$ cat src/rtl/simple16_mem_arb.sv
// simple16_mem_arb
// Shares the single-port synchronous Simple16 memory between the instruction
// fetch path (f_*) and the load/store path (d_*). Data accesses win contention
// until MAX_DATA_BURST consecutive contended data grants have been issued, then
// fetch is forced through. Read data returns exactly one cycle after the grant.
//
// Ports
//   clk, rst              clock (rising edge), asynchronous active-high reset
//   f_req/f_addr          fetch request and address
//   f_gnt                 fetch accepted this cycle (combinational)
//   f_rvalid/f_rdata      fetch response, one cycle after f_gnt
//   d_req/d_we/d_addr/d_wdata  data request, store flag, address, store data
//   d_gnt                 data accepted this cycle (combinational)
//   d_rvalid/d_rdata      load response, one cycle after a load grant
//   mem_en/mem_we/mem_addr/mem_wdata  memory port controls (combinational)
//   mem_rdata             memory read data, valid the cycle after mem_en
//   stall_cnt             saturating count of cycles fetch waited
module simple16_mem_arb #(
    parameter int unsigned AW             = 16,
    parameter int unsigned DW             = 16,
    parameter int unsigned MAX_DATA_BURST = 4
) (
    input  logic          clk,
    input  logic          rst,
    input  logic          f_req,
    input  logic [AW-1:0] f_addr,
    output logic          f_gnt,
    output logic          f_rvalid,
    output logic [DW-1:0] f_rdata,
    input  logic          d_req,
    input  logic          d_we,
    input  logic [AW-1:0] d_addr,
    input  logic [DW-1:0] d_wdata,
    output logic          d_gnt,
    output logic          d_rvalid,
    output logic [DW-1:0] d_rdata,
    output logic          mem_en,
    output logic          mem_we,
    output logic [AW-1:0] mem_addr,
    output logic [DW-1:0] mem_wdata,
    input  logic [DW-1:0] mem_rdata,
    output logic [15:0]   stall_cnt
);

    localparam int unsigned   BW        = $clog2(MAX_DATA_BURST + 1);
    localparam logic [BW-1:0] BURST_MAX = BW'(MAX_DATA_BURST);

    localparam logic [1:0] RESP_NONE  = 2'd0;
    localparam logic [1:0] RESP_FETCH = 2'd1;
    localparam logic [1:0] RESP_LOAD  = 2'd2;

    logic [BW-1:0] burst_cnt;
    logic [BW-1:0] burst_nxt;
    logic [1:0]    resp_sel;
    logic [1:0]    resp_nxt;
    logic [15:0]   stall_nxt;
    logic          burst_limit;

    // Grant selection: data first unless the burst limit forces a fetch.
    always_comb begin
        burst_limit = (burst_cnt == BURST_MAX);
        f_gnt       = 1'b0;
        d_gnt       = 1'b0;
        if (!rst) begin
            if (d_req && !(f_req && burst_limit)) begin
                d_gnt = 1'b1;
            end else if (f_req) begin
                f_gnt = 1'b1;
            end
        end
    end

    // Memory port mux; idle port drives zeros.
    always_comb begin
        mem_en    = f_gnt | d_gnt;
        mem_we    = d_gnt & d_we;
        mem_addr  = '0;
        mem_wdata = '0;
        if (f_gnt) begin
            mem_addr = f_addr;
        end else if (d_gnt) begin
            mem_addr = d_addr;
        end
        if (mem_we) begin
            mem_wdata = d_wdata;
        end
    end

    // Next-state for burst counter, response tracker and stall counter.
    always_comb begin
        burst_nxt = burst_cnt;
        resp_nxt  = RESP_NONE;
        stall_nxt = stall_cnt;

        // Only data grants that actually made fetch wait count toward the burst.
        if (d_gnt && f_req) begin
            if (!burst_limit) begin
                burst_nxt = burst_cnt + BW'(1);
            end
        end else if (f_gnt || !f_req) begin
            burst_nxt = '0;
        end

        if (f_gnt) begin
            resp_nxt = RESP_FETCH;
        end else if (d_gnt && !d_we) begin
            resp_nxt = RESP_LOAD;
        end

        if (f_req && !f_gnt && (stall_cnt != 16'hFFFF)) begin
            stall_nxt = stall_cnt + 16'd1;
        end
    end

    // State registers; reset drops any in-flight response.
    always_ff @(posedge clk or posedge rst) begin
        if (rst) begin
            burst_cnt <= '0;
            resp_sel  <= RESP_NONE;
            stall_cnt <= '0;
        end else begin
            burst_cnt <= burst_nxt;
            resp_sel  <= resp_nxt;
            stall_cnt <= stall_nxt;
        end
    end

    // Responses: valid flags decode the registered selector, data is gated.
    always_comb begin
        f_rvalid = (resp_sel == RESP_FETCH);
        d_rvalid = (resp_sel == RESP_LOAD);
        f_rdata  = f_rvalid ? mem_rdata : '0;
        d_rdata  = d_rvalid ? mem_rdata : '0;
    end

endmodule

$ cat config.mk
export PLATFORM = sky130hd
export DESIGN_NAME = simple16_mem_arb
export DESIGN_NICKNAME = d
export VERILOG_FILES = /design/src/rtl/simple16_mem_arb.sv
export SDC_FILE = /design/constraint.sdc
export NUM_CORES = 1
export LEC_CHECK = 0
export CAP_MARGIN = 15
export CORE_ASPECT_RATIO = 1.25
export CORE_MARGIN = 2
export CORE_UTILIZATION = 33
export DETAILED_ROUTE_END_ITERATION = 10
export GPL_TIMING_DRIVEN = 0
export PLACE_DENSITY = 0.87
export SLEW_MARGIN = 40
export SYNTH_ARGS = -nofsm -noshare
export SYNTH_HDL_FRONTEND = slang
export SYNTH_SLANG_ARGS = --single-unit
$ cat constraint.sdc
create_clock -name clk -period 5.6 [get_ports clk]
set_input_delay 0.84 -clock clk [delete_from_list [all_inputs] [get_ports clk]]
set_output_delay 0.84 -clock clk [all_outputs]
set_load 0.03 [all_outputs]
# Word-level counts from Yosys, hierarchy flattened
# Cells that the tools add are included.
dict set report word_totals {
  regBits 21
  input_bits 69
  word_cells 40
  output_inout_bits 86
}
dict set report classes {
  addsub 2
  n_reduce_logical 13
  mux 15
  n_eq_ne 5
  n_bitwise 2
}
# operator n
set ops {}
lappend ops {{16-bit 2-to-1 mux} 5}
lappend ops {{16-bit by 1-bit adder with 16-bit output, second input constant} 1}
lappend ops {{16-bit inequality test, second input constant} 1}
lappend ops {{3-bit 2-to-1 mux} 3}
lappend ops {{1-bit logical AND} 6}
lappend ops {{1-bit 2-to-1 mux} 5}
lappend ops {{1-bit zero test} 4}
lappend ops {{2-bit 2-to-1 mux} 2}
lappend ops {{3-bit by 1-bit adder with 3-bit output, second input constant} 1}
lappend ops {{3-bit == test, second input constant} 1}
lappend ops {{2-bit by 1-bit == test with 1-bit output, second input constant} 1}
lappend ops {{2-bit == test, second input constant} 1}
lappend ops {{2-bit inequality test, second input constant} 1}
lappend ops {{2-bit AND reduction} 1}
lappend ops {{2-bit nonzero test} 1}
lappend ops {{1-bit AND} 1}
lappend ops {{1-bit logical OR} 1}
lappend ops {{1-bit OR} 1}

# Depth between registers and ports, before layout
# Gate-level depths: netlist of the first run.
dict set report depth {
  word_depth 9
  ltp_mapped 7
  depth_no_buf 6
}

# Worst setup path after synthesis of the first run
# Ideal clock, no wire load.
dict set report synth_timing {
  kind {input -> output}
  start {in rst}
  end {out mem_addr[10]}
  required_ns 4.760
  cell_stages 6
  path_buffers 3
  arrival_time_ns 2.552
  path_slack_ns 2.208
  path_cell_list {buf_2 > inv_1 > and3_1 > clkbuf_1 > buf_2 > a22o_1}
}
dict set report synth_via {
  elab_chain_cells 3
  word_cells_on_any_way 4
  cone_classes {mux: 4}
}
# element line
set synth_rtl {}
lappend synth_rtl {{from (decl)} 24} ;# input logic rst,
lappend synth_rtl {{1-bit 2-to-1 mux} 64} ;# if (!rst) begin
lappend synth_rtl {{net d_gnt} 34} ;# output logic d_gnt,
lappend synth_rtl {{16-bit 2-to-1 mux} 81} ;# end else if (d_gnt) begin
lappend synth_rtl {{16-bit 2-to-1 mux} 79} ;# if (f_gnt) begin
lappend synth_rtl {{to (decl)} 39} ;# output logic [AW-1:0] mem_addr,
# The timed path passes the listed nets, and every way through them passes these cells.

# Final worst setup path of the first run
dict set report layout_timing {
  start {in d_req}
  end {out mem_addr[7]}
}
dict set report layout_via {
  elab_chain_cells 5
  word_cells_on_any_way 7
  cone_classes {mux: 6; reduce/logical: 1}
}
# element line
set layout_rtl {}
lappend layout_rtl {{from (decl)} 30} ;# input logic d_req,
lappend layout_rtl {{1-bit logical AND (*)} 65} ;# if (d_req && !(f_req && burst_limit)) begin
lappend layout_rtl {{1-bit 2-to-1 mux} 65}
lappend layout_rtl {{1-bit 2-to-1 mux} 64}
lappend layout_rtl {{16-bit 2-to-1 mux} 81}
lappend layout_rtl {{16-bit 2-to-1 mux (*)} 79}
# Every way passes the cells marked *; elsewhere a longest branch is shown, timed or not.

==> key figures, run 1 <==
Global route
  – Largest net degree at the start of global routing: 25
  – Vias in the first global route: 1933
  – Antenna violations before repair: 0
  – Total grt overflow: 0
  – All-Layer GR Usage: 21.8%
  – Wire length of the first global-routing pass: 9520 um

Drt
  – Total number of vias: 1954
  – First-pass detailed-route iteration total: 4
  – Iter 0 DRT Violations: 180
  – Routed Antenna Nets: 0
  – Via/cell ratio: 4.91
  – Residual DRC: 0
  – Routed length per placed instance: 15.2 um
  – Final wirelength: 6050 um

Critical path
  – Critical path startpoint category: input port
  – Critical Path Fanout Max: 11
  – CP Class: in2out
  – Setup crit start: d_req
  – R2R Path Start: stall_cnt[0]
  – CP Data Arrival Time: 3140 ps
  – Reg2Reg Setup Slack: 3740 ps
  – CP Data Required Time: 4760 ps
  – Worst setup EP type: output pin

Floorplan
  – Top-level I/O count: 155
  – Die height: 82.9 um
  – DIE WIDTH: 67.1 um
  – Starting Density: 34.5%
  – Die Area: 5560 um^2
  – FP Rows: 28
  – Core area: 4760 um^2

Timing
  – Hold slack: 528 ps
  – Crit share post-route: 71.1%
  – Tightest Pin Transition: 494 ps
  – Final setup viols: 0
  – Fin. max-slew vios: 0
  – Final Hold Vio Count: 0
  – Setup Skew: 7.33 ps
  – Sum of negative setup slack: 0 ps
  – Min Tclk post-route: 3980 ps
  – Max Fclk: 0.251 GHz
  – Unrepaired setup endpoints after global routing: no
  – Max-slew headroom: 67.0%

Final layout
  – P&R area growth vs syn: 101%
  – Final net count: 411
  – Fillers: 418
  – Ant. Diodes: 0
  – Layout cells sized above 1: 6.51%

Logic synthesis
  – Synth top area cells: dfrtp_1 (32%), and2_1 (13%), a22o_1 (8.5%), and3_1 (7.2%), xor2_1 (6.9%)
  – Post-synth top cells: and2_1 (34), dfrtp_1 (21), and3_1 (19)
  – Area leader, netlist: dfrtp_1
  – Post-synthesis cell count: 181
  – Sequential area share after synthesis: 32.0%
  – Yosys cell types: 37
  – Number of flops mapped to enable cells by yosys: 0
  – Yosys reg bits: 21
  – Avg Cell Area, Syn: 9.08 um^2
  – Post-Syn Area: 1640 um^2
  – Post-synth top area share: 32.0%
  – Async SR Flop Fraction: 100%
  – Most common cell in the synthesized netlist: and2_1
  – Main synth FF type: dfrtp_1
  – Synth Warn #: 0
  – Syn_nets: 253

Clock tree
  – Post-CTS Setup Bufs: 0
  – CTS buffer count: 3
  – Clk sink count: 21
  – Clock tree buffer depth: 2
  – Post-CTS Hold Buffers: 0
  – Worst-Skew Late Latency: 260 ps
  – Root buf cell: clkbuf_8
  – # resized after CTS: 0
  – Clock transition at path regs: 70 ps
  – CTS tree: done
  – CTS H-tree lvls: 1

Placement
  – Post-DP HPWL: 5200 um
  – Placer congestion estimate: 0.786
  – I/O Buffers: 153

Power
  – Pwr Density: 207 nW/um^2
  – Worst vdd ir: 0.109 mV
  – Leak: 1.40 nW

Run status
  – Outcome: finished clean

Min path
  – Worst Hold Class: reg2reg
  – HP Start: stall_cnt[4]

Run
  – Max-cap violations: 0
[registers in the layout, summed over array words and instances, names as in the netlist]
name       count
stall_cnt     16
burst_cnt      3
resp_sel       2
[power by group]
group	leakage, nW	switching [mW]	internal, mW
logic	1.11	0.179	0.168
clock network	0.0255	0.0510	0.0496
registers	0.267	0.0502	0.184
total	1.40	0.281	0.402
[logic make-up after synthesis]
group | synth area share [%]
AOI/OAI and AO/OA | 12.6
xor gates and xnor gates | 6.93
adders and majority gates | 2.29
buffers and inverters | 4.26
DFF | 32.0
muxes | 1.60
and+or+nand+nor | 40.3
[cell usage in the layout, fill, tap and decap left out, types with 3 or more instances in the layout]
cell,instances
ha_1,3
nor2b_1,3
clkdlybuf4s50_1,153
buf_2,5
dfrtp_1,21
nor4_1,5
clkbuf_1,5
nand2_1,11
nor2_1,3
nand3_1,6
clkbuf_8,3
xor2_1,13
a22o_1,16
and2_1,34
nor3_1,6
inv_1,3
and3_1,19
[final cells by class]
class | instances | area, um^2 | share of cell area [%]
repair buffers | 153 | 1530 | 46.5
flip-flops and latches | 21 | 526 | 15.9
inverters | 4 | 15.0 | 0.456
clock inverters | 1 | 5.00 | 0.152
multi-input cells | 145 | 1050 | 31.8
well taps | 60 | 75.1 | 2.28
plain buffers | 11 | 55.1 | 1.67
clock buffers | 3 | 41.3 | 1.25
[per-stage QoR]
| step | util (%) | area (um^2) | total power, mW | instances | worst slack, ps |
|---|---|---|---|---|---|
| global route | 69.2 | 3300 | 0.715 | 398 | 1470 |
| finish | 69.2 | 3300 | 0.682 | 398 | 1620 |
| detailed placement | 68.2 | 3250 | 0.584 | 394 | 1610 |
| floorplan | - | 1640 | 0.410 | 181 | 2210 |
| CTS | 69.2 | 3300 | 0.685 | 398 | 1600 |
| global placement | 68.2 | 3250 | 0.573 | 394 | 1410 |
[critical path: stages]
cell and delay [ps]:
clkdlybuf4s50_1 490, a21boi_4 200, nor3b_2 420, buf_2 320, a22o_1 170, clkdlybuf4s50_1 690
[per-layer routing]
layer | GRT usage [%] | routed length, um
met4 | 5.57 | 73
met5 | 0 | 0
met3 | 2.98 | 484
met2 | 36.9 | 3000
met1 | 28.5 | 2500
[worst paths after layout]
kind / end / cells past startpoint
worst min register to register: stall_cnt[4] / 1
min in group asynchronous: burst_cnt[1] / 2
max in group asynchronous: resp_sel[1] / 2
worst min-delay path: stall_cnt[4] / 1
worst max-delay path: mem_addr[7] / 6
worst max register to register: stall_cnt[1] / 5
Power figures use the tool's default switching activity.
==> inputs of run 2 (changes only) <==
--- a/config.mk
+++ b/config.mk
@@ -8,10 +8,10 @@
 export CAP_MARGIN = 15
 export CORE_ASPECT_RATIO = 1.25
 export CORE_MARGIN = 2
-export CORE_UTILIZATION = 33
+export CORE_UTILIZATION = 31
 export DETAILED_ROUTE_END_ITERATION = 10
 export GPL_TIMING_DRIVEN = 0
-export PLACE_DENSITY = 0.87
+export PLACE_DENSITY = 0.82
 export SLEW_MARGIN = 40
 export SYNTH_ARGS = -nofsm -noshare
 export SYNTH_HDL_FRONTEND = slang
==> constraint.sdc (replaced) <==
create_clock -name clk -period 3.8 [get_ports clk]
set_input_delay 0.57 -clock clk [delete_from_list [all_inputs] [get_ports clk]]
set_output_delay 0.57 -clock clk [all_outputs]
set_load 0.03 [all_outputs]
==> run 2 against run 1 <==
  * Via count increased by 1.6%
  * Cell area about the same
  * Largest cell class unchanged
  * Critical path depth unchanged
  * Setup slack got worse by 1300 ps
  * Total power increased by 46%
  * Utilization decreased by 4.2 points
  * Register-to-register slack got worse by 1800 ps
  * Critical path type unchanged
==> key figures, run 2 (same netlist as run 1, synthesis figures left out) <==
Timing
  – Unrepaired setup endpoints after global routing: no
  – Final Hold Vio Count: 0
  – Max-slew headroom: 67.9%
  – Final worst slack: 338 ps
  – Max Fclk: 0.289 GHz
  – Sum of negative setup slack: 0 ps
  – Final setup viols: 0
  – Min Tclk post-route: 3460 ps
  – Crit share post-route: 91.1%
  – Tightest Pin Transition: 481 ps
  – Fin. max-slew vios: 0
  – Setup Skew: 4.27 ps

Drt
  – Routed length per placed instance: 14.8 um
  – Iter 0 DRT Violations: 161
  – Total number of vias: 1986
  – First-pass detailed-route iteration total: 4
  – Residual DRC: 0
  – Final wirelength: 5940 um
  – Routed Antenna Nets: 0
  – Via/cell ratio: 4.97

Global route
  – Wire length of the first global-routing pass: 9420 um
  – Vias in the first global route: 1994
  – Largest net degree at the start of global routing: 25
  – Antenna violations before repair: 0
  – Total grt overflow: 0
  – All-Layer GR Usage: 19.4%

Critical path
  – FF-to-FF path depth: 5
  – R2R Path Start: stall_cnt[0]
  – Crit path depth: 6
  – CP bufs+invs: 3
  – CP Data Arrival Time: 2890 ps
  – Reg2Reg Setup Slack: 1900 ps
  – Critical path, cell by cell: clkdlybuf4s50_1 -> a21boi_4 -> nor3b_2 -> buf_2 -> a22o_1 -> clkdlybuf4s50_1
  – Worst setup EP type: output pin
  – Crit-path leading delay family: buffers and inverters
  – CP Class: in2out
  – Critical path startpoint category: input port
  – Crit path top cell by count: clkdlybuf4s50_1
  – R2R Path End: stall_cnt[14]
  – Critical Path Fanout Max: 11
  – Max stage delay cell, worst path: clkdlybuf4s50_1
  – CP Data Required Time: 3230 ps
  – Slowest stage delay, CP: 690 ps

Floorplan
  – Core area: 5080 um^2
  – FP Rows: 29
  – Top-level I/O count: 155
  – Die height: 85.4 um
  – Starting Density: 32.3%
  – Die Area: 5900 um^2
  – DIE WIDTH: 69.1 um

Clock tree
  – Clock tree buffer depth: 2
  – Worst-Skew Late Latency: 260 ps
  – CTS H-tree lvls: 1
  – Root buf cell: clkbuf_8
  – Post-CTS Hold Buffers: 0
  – Post-CTS Setup Bufs: 0
  – CTS tree: done
  – # resized after CTS: 0
  – Clock transition at path regs: 80 ps
  – CTS buffer count: 3
  – Clk sink count: 21

Placement
  – Placer congestion estimate: 0.792
  – Pre-CTS WS: 356 ps
  – Post-DP HPWL: 4940 um
  – I/O Buffers: 153
  – # placed instances: 396

Min path
  – Worst Hold Class: in2async

Power
  – Pwr Total: 0.999 mW
  – Worst vdd ir: 0.176 mV
  – Comb power frac: 51.3%
  – Switching Share: 40.7%
  – Leak: 1.40 nW
  – Pwr Density: 303 nW/um^2
  – Clock share of power: 14.4%
  – Int Power: 0.592 mW
  – NetSw: 0.407 mW
  – Sequential Power Share: 34.3%

Final layout
  – Biggest register: stall_cnt
  – Biggest regs: stall_cnt x16, burst_cnt x3, resp_sel x2
  – Largest register FFs: 16
  – Layout cells sized above 1: 6.51%
  – Most frequent cells in the layout: clkdlybuf4s50_1 (153), and2_1 (34), dfrtp_1 (21)
  – Final net count: 411
  – Leading cell type in the layout, fill and taps excluded: clkdlybuf4s50_1
  – Seq. cell area: 526 um^2
  – Utilization after layout: 64.9%
  – Ant. Diodes: 0
  – Fillers: 451
  – Multi-input gate area: 1050 um^2
  – Non-Filler Instances: 400
  – P&R area growth vs syn: 101%

Run status
  – Outcome: finished clean

Run
  – Max-cap violations: 0
-- run 2: how the worst max path moves through the flow --
stage	slack, ps	startpoint	endpoint
6_report	340	d_req	mem_addr[10]
5_1_grt	220	rst	mem_wdata[5]
4_1_cts	340	d_req	mem_addr[10]
3_5_place_dp	360	d_req	mem_addr[10]
3_3_place_gp	140	rst	mem_wdata[5]
2_1_floorplan	950	rst	mem_addr[10]
-- run 2: power by group through the flow --
stage	sequential [mW]	combinational, mW	clock (mW)
6_report	0.342	0.513	0.144
3_5_place_dp	0.346	0.515	0
4_1_cts	0.342	0.517	0.150
2_1_floorplan	0.423	0.181	0
5_1_grt	0.353	0.543	0.156
3_3_place_gp	0.341	0.504	0
-- run 2: layout make-up --
class | instances | share of cell area (%)
inverter | 4 | 0.455
buffer | 11 | 1.67
tap | 62 | 2.35
clock buffer | 3 | 1.25
multi-input combinational | 145 | 31.8
timing repair buffer | 153 | 46.4
sequential | 21 | 15.9
clock inverter | 1 | 0.152
-- run 2: per-stage QoR --
step,hold WS [ps],cell area (um^2)
5_1_grt,441,3300
3_5_place_dp,501,3250
6_report,398,3300
4_1_cts,407,3300
3_3_place_gp,498,3250
2_1_floorplan,539,1640
-- run 2: layer usage --
metal,vias to the layer above,global-route usage [%],part of all wire [%]
li1,961,-,-
met1,905,21.5,36
met2,108,37.0,55
met3,12,3.56,7.2
met4,0,6.06,2.2
met5,-,0,0
==> inputs of run 3 (changes only) <==
--- a/config.mk
+++ b/config.mk
@@ -6,12 +6,13 @@
 export NUM_CORES = 1
 export LEC_CHECK = 0
 export CAP_MARGIN = 15
-export CORE_ASPECT_RATIO = 1.25
-export CORE_MARGIN = 2
-export CORE_UTILIZATION = 31
+export CORE_AREA = 2 2 60 62
 export DETAILED_ROUTE_END_ITERATION = 10
+export DIE_AREA = 0 0 62 64
+export DONT_BUFFER_PORTS = 1
 export GPL_TIMING_DRIVEN = 0
-export PLACE_DENSITY = 0.82
+export HOLD_SLACK_MARGIN = 0.02
+export SKIP_LAST_GASP = 1
 export SLEW_MARGIN = 40
 export SYNTH_ARGS = -nofsm -noshare
 export SYNTH_HDL_FRONTEND = slang
==> run 3 against run 2 <==
  * Non-clock buffer count is 153 lower
  * Combinational power down 60%
  * Die area down 33%
  * Clock skew up 2.1 ps
  * Wire length decreased by 24%
  * Utilization is 12 points lower
  * Setup slack better by 550 ps
  * Final cell count is 42% lower
  * Sequential power grew 28%
  * Critical path type is now reg2out
  * Critical endpoint is now mem_addr[11]
==> key figures, run 3 (same netlist as run 1, synthesis figures left out) <==
Run status
  – Outcome: finished clean

Power
  – Leak: 0.823 nW
  – Worst vdd ir: 0.407 mV
  – Pwr Density: 432 nW/um^2

Critical path
  – CP Data Required Time: 3230 ps
  – CP Class: reg2out
  – Worst setup EP type: output pin
  – FF-to-FF path depth: 5
  – CP Data Arrival Time: 2340 ps
  – Reg2Reg Setup Slack: 1750 ps
  – R2R Path Start: stall_cnt[0]
  – R2R Path End: stall_cnt[14]
  – Critical Path Fanout Max: 11
  – Critical path startpoint category: register

Min path
  – Hold depth: 1
  – HP Start: d_we
  – Worst Hold Class: in2reg
  – Hold EP: resp_sel[1]

Drt
  – First-pass detailed-route iteration total: 4
  – Via/cell ratio: 6.33
  – Residual DRC: 0
  – Total number of vias: 1462
  – Iter 0 DRT Violations: 46
  – Routed length per placed instance: 19.6 um
  – Routed Antenna Nets: 0
  – Final wirelength: 4530 um

Timing
  – Crit share post-route: 76.6%
  – Min Tclk post-route: 2910 ps
  – Final setup viols: 0
  – Hold slack: 319 ps
  – Final Hold Vio Count: 0
  – Max-slew headroom: 55.9%
  – Tightest Pin Transition: 661 ps
  – Fin. max-slew vios: 0
  – Max Fclk: 0.344 GHz
  – Final worst slack: 891 ps
  – Setup Skew: 6.39 ps
  – Sum of negative setup slack: 0 ps
  – Unrepaired setup endpoints after global routing: no

Run
  – Max-cap violations: 0

Final layout
  – Leading cell type in the layout, fill and taps excluded: and2_1
  – Biggest regs: stall_cnt x16, burst_cnt x3, resp_sel x2
  – Utilization after layout: 52.6%
  – Layout cells sized above 1: 11.4%
  – Final net count: 258
  – Ant. Diodes: 0
  – Fillers: 302
  – Most frequent cells in the layout: and2_1 (34), dfrtp_1 (21), and3_1 (19)
  – P&R area growth vs syn: 5.10%
  – Largest register FFs: 16
  – Biggest register: stall_cnt
  – Final instance area: 1730 um^2

Placement
  – Placer congestion estimate: 0.810
  – I/O Buffers: 0
  – Area after DPL: 1700 um^2
  – Pre-CTS WS: 901 ps
  – Post-DP HPWL: 3740 um

Clock tree
  – Clock tree buffer depth: 2
  – CTS tree: done
  – Clock transition at path regs: 110 ps
  – Root buf cell: clkbuf_4
  – Worst-Skew Late Latency: 300 ps
  – Clk sink count: 21
  – # resized after CTS: 0
  – CTS H-tree lvls: 1
  – Post-CTS Hold Buffers: 0
  – CTS buffer count: 3
  – Post-CTS Setup Bufs: 0

Floorplan
  – Top-level I/O count: 155
  – DIE WIDTH: 62 um
  – FP Rows: 21
  – Core area: 3280 um^2
  – Die Area: 3970 um^2
  – Die height: 64 um
  – Starting Density: 50.0%

Global route
  – Total grt overflow: 0
  – Wire length of the first global-routing pass: 6280 um
  – Largest net degree at the start of global routing: 25
  – All-Layer GR Usage: 21.0%
  – Antenna violations before repair: 0
  – Vias in the first global route: 1276
## run 3: cell types whose count changed in the layout (fill, tap and decap cells not counted)
cell             change
clkdlybuf4s50_1    -153
clkbuf_1             +1
clkbuf_8             -3
clkinv_2             -1
clkbuf_4             +3
## run 3: routing by layer
layer	GRT usage, %	routed length, um	vias up
met5	0	0	-
met4	1.60	8	0
met3	6.88	464	2
met2	36.1	2290	98
met1	26.1	1760	705
li1	-	-	657
## run 3: worst max path at each step
stage	depth (start not counted)	slack [ps]	startpoint	endpoint
2_1_floorplan	6	950	rst	mem_addr[10]
3_3_place_gp	6	630	rst	mem_we
3_5_place_dp	6	900	rst	mem_we
4_1_cts	6	870	burst_cnt[0]	mem_addr[9]
5_1_grt	6	690	rst	mem_wdata[5]
6_report	6	890	burst_cnt[0]	mem_addr[11]
## run 3: critical path, cell delays in order (launching register included)
cell and delay [ps]:
dfrtp_1 420, inv_1 80, ha_1 240, a21boi_4 90, nor3b_2 410, buf_2 410, a22o_1 390
## run 3: final cells by class
| class | count | area (um^2) | share of cell area, % |
|---|---|---|---|
| tap | 46 | 57.6 | 3.33 |
| buffer | 11 | 55.1 | 3.19 |
| sequential | 21 | 526 | 30.4 |
| inverter | 4 | 15.0 | 0.870 |
| clock buffer | 4 | 26.3 | 1.52 |
| multi-input combinational | 145 | 1050 | 60.7 |
## run 3: where the power goes
part	switching (mW)	leakage, nW	internal [mW]
clock network	0.0640	0.0150	0.0409
registers	0.169	0.267	0.269
logic	0.131	0.541	0.0716
## run 3: stage by stage
stage	std cells	total power, mW
after detailed placement	227	0.645
after CTS	231	0.754
final	231	0.745
after floorplan	181	0.604
after global routing	231	0.795
after global placement	227	0.640
